File: src/rtl/fmap_pingpong_ctrl_if.sv
// Handshake and bus bundle between the ping-pong controller, the pixel source,
// BRAM port A and the 5x5 window generator.
interface fmap_pingpong_ctrl_if #(
  parameter int unsigned ADDR_W = 10,
  parameter int unsigned DATA_W = 8
);
  logic              s_valid;
  logic              s_ready;
  logic [DATA_W-1:0] s_data;
  logic              bram_ena;
  logic              bram_wea;
  logic [ADDR_W:0]   bram_addra;
  logic [DATA_W-1:0] bram_dina;
  logic              rd_bank;
  logic              win_en;
  logic              win_done;

  modport master (
    input  s_valid, s_data, win_done,
    output s_ready, bram_ena, bram_wea, bram_addra, bram_dina, rd_bank, win_en
  );

  modport slave (
    output s_valid, s_data, win_done,
    input  s_ready, bram_ena, bram_wea, bram_addra, bram_dina, rd_bank, win_en
  );
endinterface

File: src/rtl/fmap_pingpong_ctrl.sv
// Ping-pong frame-buffer controller: writes incoming frames into alternating
// BRAM banks while the window generator consumes the other bank.
module fmap_pingpong_ctrl #(
  parameter int unsigned ADDR_W = 10,
  parameter int unsigned DATA_W = 8
) (
  input  logic                  clk,
  input  logic                  rst_n,
  input  logic [7:0]            cfg_hs_num,
  input  logic [7:0]            cfg_vs_num,
  fmap_pingpong_ctrl_if.master  bus,
  output logic [15:0]           frame_cnt,
  output logic                  cfg_err
);

  localparam int unsigned SZ_W  = ADDR_W + 1;
  localparam int unsigned DEPTH = 2 ** ADDR_W;

  typedef enum logic [1:0] {RD_IDLE, RD_RUN, RD_GAP} rd_state_e;

  rd_state_e         state_q, state_d;
  logic [1:0]        full_q, full_d;
  logic              wr_bank_q, wr_bank_d;
  logic [ADDR_W-1:0] wr_addr_q, wr_addr_d;
  logic [SZ_W-1:0]   frame_size_q, frame_size_d;
  logic              cfg_err_q, cfg_err_d;
  logic              ena_q, ena_d;
  logic [ADDR_W:0]   addra_q, addra_d;
  logic [DATA_W-1:0] dina_q, dina_d;
  logic              rd_bank_q, rd_bank_d;
  logic              win_en_q, win_en_d;
  logic [15:0]       frame_cnt_q, frame_cnt_d;

  logic              s_ready_c;
  logic              accept_c;
  logic [15:0]       prod_c;
  logic              size_bad_c;
  logic [SZ_W-1:0]   size_new_c;
  logic [SZ_W-1:0]   size_cur_c;
  logic              last_c;

  // Frame size is taken from cfg on the first pixel, so that pixel must see it too.
  always_comb begin
    s_ready_c  = !full_q[wr_bank_q];
    accept_c   = bus.s_valid && s_ready_c;
    prod_c     = 16'(cfg_hs_num) * 16'(cfg_vs_num);
    size_bad_c = (prod_c == 16'd0) || (32'(prod_c) > DEPTH);
    size_new_c = size_bad_c ? SZ_W'(DEPTH) : SZ_W'(prod_c);
    size_cur_c = (wr_addr_q == '0) ? size_new_c : frame_size_q;
    last_c     = ({1'b0, wr_addr_q} == (size_cur_c - SZ_W'(1)));
  end

  // Writer and reader next-state; set and clear of full touch different banks.
  always_comb begin
    state_d      = state_q;
    full_d       = full_q;
    wr_bank_d    = wr_bank_q;
    wr_addr_d    = wr_addr_q;
    frame_size_d = frame_size_q;
    cfg_err_d    = cfg_err_q;
    ena_d        = accept_c;
    addra_d      = addra_q;
    dina_d       = dina_q;
    rd_bank_d    = rd_bank_q;
    frame_cnt_d  = frame_cnt_q;

    if (accept_c) begin
      addra_d   = {wr_bank_q, wr_addr_q};
      dina_d    = bus.s_data;
      wr_addr_d = wr_addr_q + ADDR_W'(1);
      if (wr_addr_q == '0) begin
        frame_size_d = size_new_c;
        if (size_bad_c) cfg_err_d = 1'b1;
      end
      if (last_c) begin
        full_d[wr_bank_q] = 1'b1;
        wr_bank_d         = !wr_bank_q;
        wr_addr_d         = '0;
      end
    end

    case (state_q)
      RD_IDLE: if (full_q[rd_bank_q]) state_d = RD_RUN;
      RD_RUN: begin
        if (bus.win_done) begin
          full_d[rd_bank_q] = 1'b0;
          rd_bank_d         = !rd_bank_q;
          frame_cnt_d       = frame_cnt_q + 16'd1;
          state_d           = RD_GAP;
        end
      end
      RD_GAP:  state_d = RD_IDLE;
      default: state_d = RD_IDLE;
    endcase

    win_en_d = (state_d == RD_RUN);
  end

  always_ff @(posedge clk or negedge rst_n) begin
    if (!rst_n) begin
      state_q      <= RD_IDLE;
      full_q       <= 2'b00;
      wr_bank_q    <= 1'b0;
      wr_addr_q    <= '0;
      frame_size_q <= '0;
      cfg_err_q    <= 1'b0;
      ena_q        <= 1'b0;
      addra_q      <= '0;
      dina_q       <= '0;
      rd_bank_q    <= 1'b0;
      win_en_q     <= 1'b0;
      frame_cnt_q  <= 16'd0;
    end else begin
      state_q      <= state_d;
      full_q       <= full_d;
      wr_bank_q    <= wr_bank_d;
      wr_addr_q    <= wr_addr_d;
      frame_size_q <= frame_size_d;
      cfg_err_q    <= cfg_err_d;
      ena_q        <= ena_d;
      addra_q      <= addra_d;
      dina_q       <= dina_d;
      rd_bank_q    <= rd_bank_d;
      win_en_q     <= win_en_d;
      frame_cnt_q  <= frame_cnt_d;
    end
  end

  assign bus.s_ready    = s_ready_c;
  assign bus.bram_ena   = ena_q;
  assign bus.bram_wea   = ena_q;
  assign bus.bram_addra = addra_q;
  assign bus.bram_dina  = dina_q;
  assign bus.rd_bank    = rd_bank_q;
  assign bus.win_en     = win_en_q;
  assign frame_cnt      = frame_cnt_q;
  assign cfg_err        = cfg_err_q;

endmodule

File: src/flat_wrapper.sv
// flat-port wrapper written by rule: the top's interface ports become plain ports
module fmap_pingpong_ctrl_flat 
#(
  parameter int unsigned ADDR_W = 10,
  parameter int unsigned DATA_W = 8
)
  (clk, rst_n, cfg_hs_num, cfg_vs_num, frame_cnt, cfg_err, bus_s_valid, bus_s_data, bus_win_done, bus_s_ready, bus_bram_ena, bus_bram_wea, bus_bram_addra, bus_bram_dina, bus_rd_bank, bus_win_en);
  fmap_pingpong_ctrl_if #(.ADDR_W(ADDR_W), .DATA_W(DATA_W)) bus_i ();
  input  logic clk;
  input  logic rst_n;
  input  logic [7:0] cfg_hs_num;
  input  logic [7:0] cfg_vs_num;
  output logic [15:0] frame_cnt;
  output logic cfg_err;
  input wire logic [$bits(bus_i.s_valid)-1:0] bus_s_valid;
  input wire logic [$bits(bus_i.s_data)-1:0] bus_s_data;
  input wire logic [$bits(bus_i.win_done)-1:0] bus_win_done;
  output wire logic [$bits(bus_i.s_ready)-1:0] bus_s_ready;
  output wire logic [$bits(bus_i.bram_ena)-1:0] bus_bram_ena;
  output wire logic [$bits(bus_i.bram_wea)-1:0] bus_bram_wea;
  output wire logic [$bits(bus_i.bram_addra)-1:0] bus_bram_addra;
  output wire logic [$bits(bus_i.bram_dina)-1:0] bus_bram_dina;
  output wire logic [$bits(bus_i.rd_bank)-1:0] bus_rd_bank;
  output wire logic [$bits(bus_i.win_en)-1:0] bus_win_en;
  assign bus_i.s_valid = bus_s_valid;
  assign bus_i.s_data = bus_s_data;
  assign bus_i.win_done = bus_win_done;
  assign bus_s_ready = bus_i.s_ready;
  assign bus_bram_ena = bus_i.bram_ena;
  assign bus_bram_wea = bus_i.bram_wea;
  assign bus_bram_addra = bus_i.bram_addra;
  assign bus_bram_dina = bus_i.bram_dina;
  assign bus_rd_bank = bus_i.rd_bank;
  assign bus_win_en = bus_i.win_en;
  fmap_pingpong_ctrl #(.ADDR_W(ADDR_W), .DATA_W(DATA_W)) u_core (.clk(clk), .rst_n(rst_n), .cfg_hs_num(cfg_hs_num), .cfg_vs_num(cfg_vs_num), .bus(bus_i), .frame_cnt(frame_cnt), .cfg_err(cfg_err));
endmodule
File: config.mk
export PLATFORM = sky130hd
export DESIGN_NAME = fmap_pingpong_ctrl_flat
export DESIGN_NICKNAME = d
export VERILOG_FILES = /design/src/rtl/fmap_pingpong_ctrl_if.sv /design/src/rtl/fmap_pingpong_ctrl.sv /design/src/flat_wrapper.sv
export SDC_FILE = /design/constraint.sdc
export NUM_CORES = 1
export LEC_CHECK = 0
export ABC_AREA = 0
export BUFFER_PORTS_ARGS = -buffer_cell sky130_fd_sc_hd__buf_2
export CAP_MARGIN = 40
export CORE_UTILIZATION = 40
export DETAILED_ROUTE_END_ITERATION = 8
export PLACE_DENSITY = 0.55
export RECOVER_POWER = 25
export SYNTH_ARGS = -nofsm -noshare
export SYNTH_HDL_FRONTEND = slang
export SYNTH_SLANG_ARGS = --single-unit
File: constraint.sdc
create_clock -name clk -period 8.61 [get_ports clk]
set_input_delay 1.2915 -clock clk [delete_from_list [all_inputs] [get_ports clk]]
set_output_delay 1.2915 -clock clk [all_outputs]
set_load 0.02 [all_outputs]
==> metrics.md, run 1 <==
| Metric | Value |
|---|---|
| Final Hold Vio Count | `0` |
| Max Clock Skew | `5.34 ps` |
| Syn nets | `760` |
| Maximum clock insertion buffer count | `2` |
| Slew headroom | `-1.28` |
| Register area share after synthesis | `0.287` |
| Synth top area share | `0.287` |
| MaxCap Viol Count | `1` |
| Synth unique cells | `71` |
| Total Nets Final | `820` |
| Syn-to-layout area delta | `14.5%` |
| H-tree Lvls | `3` |
| Num rows | `43` |
| Post-synth EDFFs | `0` |
| Leak Pwr | `3.14 nW` |
| Critical setup path kind | `input port to register` |
| Worst endpoint required time | `8820 ps` |
| DRC | `2` |
| Pwr dens | `267 nW/um^2` |
| Post-synthesis register bit count | `65` |
| Die height | `121 um` |
| Clk sinks | `65` |
| Final wirelength | `13.5 mm` |
| Antenna cells | `0` |
| Post-synth top area cell | `dfrtp_1` |
| Vias in the first global route | `4598` |
| Crit share post-route | `0.916` |
| Gates resized, CTS repair | `0` |
| Area of the mapped netlist | `5670 sq um` |
| Hold_buf cts | `0` |
| Yosys warnings | `0` |
| CTS tree | `built` |
| DR WL/cell | `around 15 um` |
| Clock root buffer | `clkbuf_16` |
| DRT iter0 DRCs | `267` |
| Setup bufs post-CTS | `0` |
| Area contributors post-synth | `dfrtp_1 29%, fa_1 13%, ha_1 8.8%` |
| Startpoint types | `input port` |
| Clk_lat worst skew | `330 ps` |
| Global-route wire length before repair | `roughly 22 mm` |
| GPL Wtd Cong | `roughly 0.92` |
| TritonCTS buffer count | `9` |
| Fill cells | `1361` |
| Cell with the most instances after synthesis | `nand2_1` |
| Core area | `13900 sq um` |
| Finished Core Util | `0.468` |
| Max FO, Critical Path | `9` |
| Top post-synthesis cells by count | `131 x nand2_1, 65 x dfrtp_1, 57 x inv_1` |
| Initial antenna violation count | `0` |
| Run status | `complete, but fails checks` |
| Top FF cell, synth | `dfrtp_1` |
| Worst-Margin Slew | `about 3400 ps` |
| Total GRT Usage | `0.194` |
| Largest net degree at the start of global routing | `66` |
| Unrepaired setup endpoints after global routing | `false` |
| Dpl hpwl | `10.4 mm` |
| Multi-input gate area | `3710 sq um` |
| Crit path capture type | `register` |
| Grt ovf | `0` |
| Layout cell share with drive strength beyond 1 | `0.148` |
| Top-Level Pins | `69` |
| Crit path DAT | `just over 8000 ps` |
| Vias | `~4800` |
| Avg Cell Area, Syn | `8.64 sq um` |
| Die Area | `14700 sq um` |
| Clk slew on worst S/H paths | `50 ps` |
| Setup_tns | `0 ps` |
| Syn Inst Count | `656` |
| Vias per inst | `5.32` |
| FF/Latch Area | `1630 sq um` |
| Routed Antenna Nets | `0` |
| Failing checks | `design-rule violations, max-capacitance violations, max-slew violations` |
| Max Freq | `127 MHz` |
| Initial Utilization | `0.409` |
| FFs w/ async S/R, synth | `1.00` |
| Endpoints failing setup | `0` |
| Chip Width | `121 um` |
| DRT Pass-1 Iters | `7` |
| Final min period | `about 8000 ps` |
| HP Class | `register to register` |
| Max Slew Vio Count | `66` |
| Peak VDD IR | `132 uV` |
| PortBufs | `68` |
==> registers in the layout (all words and copies together), names as in the netlist, 2 cells and up <==
register	cells
u_core.full_q	2
u_core.bus.bram_addra	11
u_core.bus.bram_dina	8
u_core.frame_cnt	16
u_core.wr_addr_q	10
u_core.frame_size_q	11
u_core.state_q	2
==> where the power goes <==
group	leakage [nW]	internal [mW]	switching (mW)
combinational	2.13	0.373	0.562
sequential	0.848	0.347	0.0517
clock	0.162	0.257	0.141
total	3.14	0.977	0.755
==> critical path: stages <==
cell       delay, ps
buf_2            180
nand2_1          100
fa_1             520
fa_1             520
fa_1             510
fa_1             540
inv_1             40
ha_1             350
and2_4           190
a221o_1          320
o2111ai_1        210
o211ai_1         150
or4_4            580
nand4bb_4        120
nor3_1            60
a21oi_2          140
ha_1             340
nand2_1          120
o41ai_1          340
nand3_1          120
a211oi_1         240
o221a_1          210
nand3_1          110
a2111oi_4        310
and2_1           340
o21ai_1          120
==> cells by family (layout without fill, tap and decap cells) <==
logic type / Yosys count / count (layout) / share of synthesized area
buffers and inverters: 84 / 149 / 0.0589
XOR/XNOR: 38 / 38 / 0.0587
flip-flops: 65 / 65 / 0.287
AND/OR/NAND/NOR: 282 / 282 / 0.239
multiplexers: 5 / 5 / 0.00927
AO/OA/AOI/OAI: 106 / 106 / 0.132
adder cells (fa/ha/maj): 76 / 76 / 0.215
==> placed cells by master, fill, tap and decap left out, types with 4 or more instances in the layout <==
| master | n |
|---|---|
| o31ai_1 | 6 |
| and2_1 | 36 |
| and3_1 | 5 |
| ha_1 | 40 |
| xor2_1 | 10 |
| a21o_1 | 4 |
| clkbuf_16 | 9 |
| o21ai_0 | 29 |
| nor2_1 | 37 |
| nor3_1 | 13 |
| a31oi_1 | 4 |
| inv_1 | 57 |
| o21ai_1 | 6 |
| nand2_1 | 131 |
| nand3_1 | 23 |
| xnor2_1 | 28 |
| dfrtp_1 | 65 |
| a21oi_1 | 15 |
| buf_4 | 4 |
| a211oi_1 | 4 |
| fa_1 | 36 |
| or3_1 | 6 |
| buf_2 | 67 |
| nand4_1 | 7 |
==> per-layer routing <==
metal | wire length, um | GRT usage
met5 | 0 | 0
met4 | 296 | 0.0610
met3 | 456 | 0.0324
met2 | 7000 | 0.342
met1 | 5740 | 0.239
==> path summary, 6_finish.rpt <==
path                                            startpoint                                    to  slack [ps]  depth (start not counted)
max reg2reg                u_core.wr_addr_q[4]$_DFFE_PN0P_       u_core.wr_addr_q[4]$_DFFE_PN0P_        4440                         14
min in group asynchronous                            rst_n  u_core.bus.bram_addra[6]$_DFFE_PN0P_        2200                          2
max in group asynchronous                            rst_n            u_core.cfg_err$_DFFE_PN0P_        4470                          2
min reg2reg                     u_core.cfg_err$_DFFE_PN0P_            u_core.cfg_err$_DFFE_PN0P_         450                          1
min                             u_core.cfg_err$_DFFE_PN0P_            u_core.cfg_err$_DFFE_PN0P_         450                          1
max                                          cfg_hs_num[0]       u_core.wr_addr_q[4]$_DFFE_PN0P_         720                         26
==> through the flow <==
stage          cells  total power [mW]  instance area, sq um  setup slack, ps  hold slack, ps
6_report         901              1.73                  6490              725             448
5_1_grt          901              1.88                  6490              208             481
4_1_cts          901              1.75                  6500              712             456
3_5_place_dp     885              1.34                  6180              354             443
3_3_place_gp     884              1.33                  6160              418             442
2_1_floorplan    656              1.10                  5670              685             433
==> area by class of cell <==
type                       count  share of cell area
tap                          180              0.0347
timing repair buffer          75              0.0597
inverter                      58              0.0335
clock buffer                   9              0.0347
multi-input combinational    507               0.571
sequential                    65               0.250
clock inverter                 7              0.0158
Power figures use the tool's default switching activity.
==> run 2: changes to the inputs <==
Settings changed: CORE_ASPECT_RATIO from default to 2.
Clock period 8.61 ns to 9.7 ns, I/O delays scaled along.
==> run 2 against run 1 <==
The flow finishes with violations (max-capacitance violations, max-slew violations). Critical path depth is the same. Power fell by 14%. Utilization is 0.39 points lower. Critical path type unchanged.
==> metrics.md, run 2 (synthesized netlist as in run 1, its figures left out) <==
| Metric | Value |
|---|---|
| Global-route wire length before repair | `24.4 mm` |
| Total Nets Final | `816` |
| Vias per inst | `around 5.3` |
| Run status | `complete, but fails checks` |
| Endpoints failing setup | `0` |
| Fin worst setup slack | `965 ps` |
| Num rows | `around 60` |
| TritonCTS buffer count | `9` |
| Worst endpoint required time | `just under 10000 ps` |
| Failing checks | `max-capacitance violations, max-slew violations` |
| Maximum clock insertion buffer count | `2` |
| Worst-Margin Slew | `3520 ps` |
| Dpl hpwl | `roughly 12 mm` |
| Crit path DAT | `8980 ps` |
| Antenna cells | `0` |
| Placed insts | `890` |
| Crit path capture type | `register` |
| Pwr dens | `232 nW/um^2` |
| PortBufs | `68` |
| DRC | `0` |
| Total GRT Usage | `0.214` |
| Initial antenna violation count | `0` |
| Die height | `170 um` |
| Most common cell after layout, fill and taps aside | `nand2_1` |
| GPL Wtd Cong | `0.878` |
| Finished Core Util | `0.464` |
| DRT iter0 DRCs | `around 230` |
| Critical setup path kind | `input port to register` |
| Hold_buf cts | `0` |
| Initial Utilization | `0.408` |
| Setup bufs post-CTS | `0` |
| Crit share post-route | `0.900` |
| Max Clock Skew | `4.64 ps` |
| MaxCap Viol Count | `1` |
| Largest net degree at the start of global routing | `66` |
| Peak VDD IR | `95.7 uV` |
| CTS tree | `built` |
| DR WL/cell | `approximately 16 um` |
| HP Class | `register to register` |
| Setup Slack @ Placement | `about 630 ps` |
| Startpoint types | `input port` |
| Slew headroom | `-1.35` |
| Clk sinks | `65` |
| H-tree Lvls | `3` |
| Most frequent cells in the layout | `131 x nand2_1, 67 x buf_2, 65 x dfrtp_1, 57 x inv_1, 40 x ha_1` |
| DRT Pass-1 Iters | `4` |
| Top-Level Pins | `69` |
| Clk_lat worst skew | `between 300 and 400 ps` |
| Finished Layout Cells | `906` |
| Gates resized, CTS repair | `0` |
| Grt ovf | `0` |
| Setup_tns | `0 ps` |
| Die Area | `14700 sq um` |
| Clock root buffer | `clkbuf_16` |
| Chip Width | `86.2 um` |
| Max Freq | `~110 MHz` |
| Routed Antenna Nets | `0` |
| Vias in the first global route | `5029` |
| Core area | `13900 sq um` |
| Final min period | `between 8000 and 9000 ps` |
| Syn-to-layout area delta | `13.7%` |
| Max FO, Critical Path | `21` |
| Max Slew Vio Count | `66` |
| Final wirelength | `14.5 mm` |
| Unrepaired setup endpoints after global routing | `false` |
| Final Hold Vio Count | `0` |
| Hold_ws | `about 460 ps` |
| Layout cell share with drive strength beyond 1 | `0.142` |
| Clk slew on worst S/H paths | `50 ps` |
| Vias | `4826` |
| Leak Pwr | `3.10 nW` |
| Max reg flops | `16` |
[run 2: cell count changes in the layout (fill, tap and decap cells not counted)]
cell | previous run | this run
buf_4 | 4 | 0
bufinv_16 | 2 | 1
clkinv_4 | 2 | 0
clkbuf_8 | 0 | 1
inv_8 | 1 | 0
inv_6 | 1 | 0
clkinv_2 | 1 | 2
clkbuf_1 | 3 | 4
clkinvlp_4 | 0 | 2
[run 2: area by class of cell]
cell class	instances	area, sq um
clock inverters	5	55.1
multi-input cells	507	3710
flip-flops and latches	65	1630
inverters	58	218
well taps	189	236
repair buffers	71	358
fillers	1411	7440
clock buffers	11	243
[run 2: worst paths after layout]
path | from | endpoint | slack [ps] | depth (start not counted)
setup / recovery | cfg_hs_num[0] | u_core.wr_bank_q$_DFFE_PN0P_ | 970 | 26
hold / removal | u_core.state_q[1]$_DFF_PN0_ | u_core.state_q[0]$_DFF_PN0_ | 460 | 1
setup reg to reg | u_core.wr_addr_q[4]$_DFFE_PN0P_ | u_core.wr_bank_q$_DFFE_PN0P_ | 5550 | 14
hold reg to reg | u_core.state_q[1]$_DFF_PN0_ | u_core.state_q[0]$_DFF_PN0_ | 460 | 1
max in group asynchronous | rst_n | u_core.frame_cnt[12]$_DFFE_PN0P_ | 5290 | 2
min in group asynchronous | rst_n | u_core.wr_addr_q[2]$_DFFE_PN0P_ | 2410 | 2
[run 2: worst max-delay path, cell delays in order]
cell       delay (ps)
buf_2             180
nand2_1           100
fa_1              510
fa_1              520
fa_1              520
fa_1              550
inv_1              40
ha_1              340
and2_4            190
a221o_1           310
o2111ai_1         190
o211ai_1          270
or4_4             630
nand4bb_4         290
nor3_1            110
a21oi_2           160
ha_1              350
nand2_1           120
o41ai_1           350
nand3_1           140
a211oi_1          270
o221a_1           210
nand3_1           120
a2111oi_4         520
and2_1            360
xnor2_1           160
[run 2: stage by stage]
stage / instance area (sq um) / power [mW]
6_report: 6450 / 1.49
5_1_grt: 6450 / 1.63
4_1_cts: 6450 / 1.50
3_5_place_dp: 6160 / 1.18
3_3_place_gp: 6150 / 1.16
2_1_floorplan: 5670 / 0.977
[run 2: power by group]
group | switching [mW] | internal (mW) | leakage [nW] | total [mW]
combinational | 0.504 | 0.314 | 2.11 | 0.818
sequential | 0.0484 | 0.308 | 0.848 | 0.357
clock | 0.114 | 0.205 | 0.142 | 0.318
[run 2: per-layer routing]
layer	GRT usage	vias up	wire (um)
met5	0	-	0
met4	0.130	0	709
met3	0.0204	46	349
met2	0.425	120	8500
met1	0.204	2345	4990
li1	-	2315	-
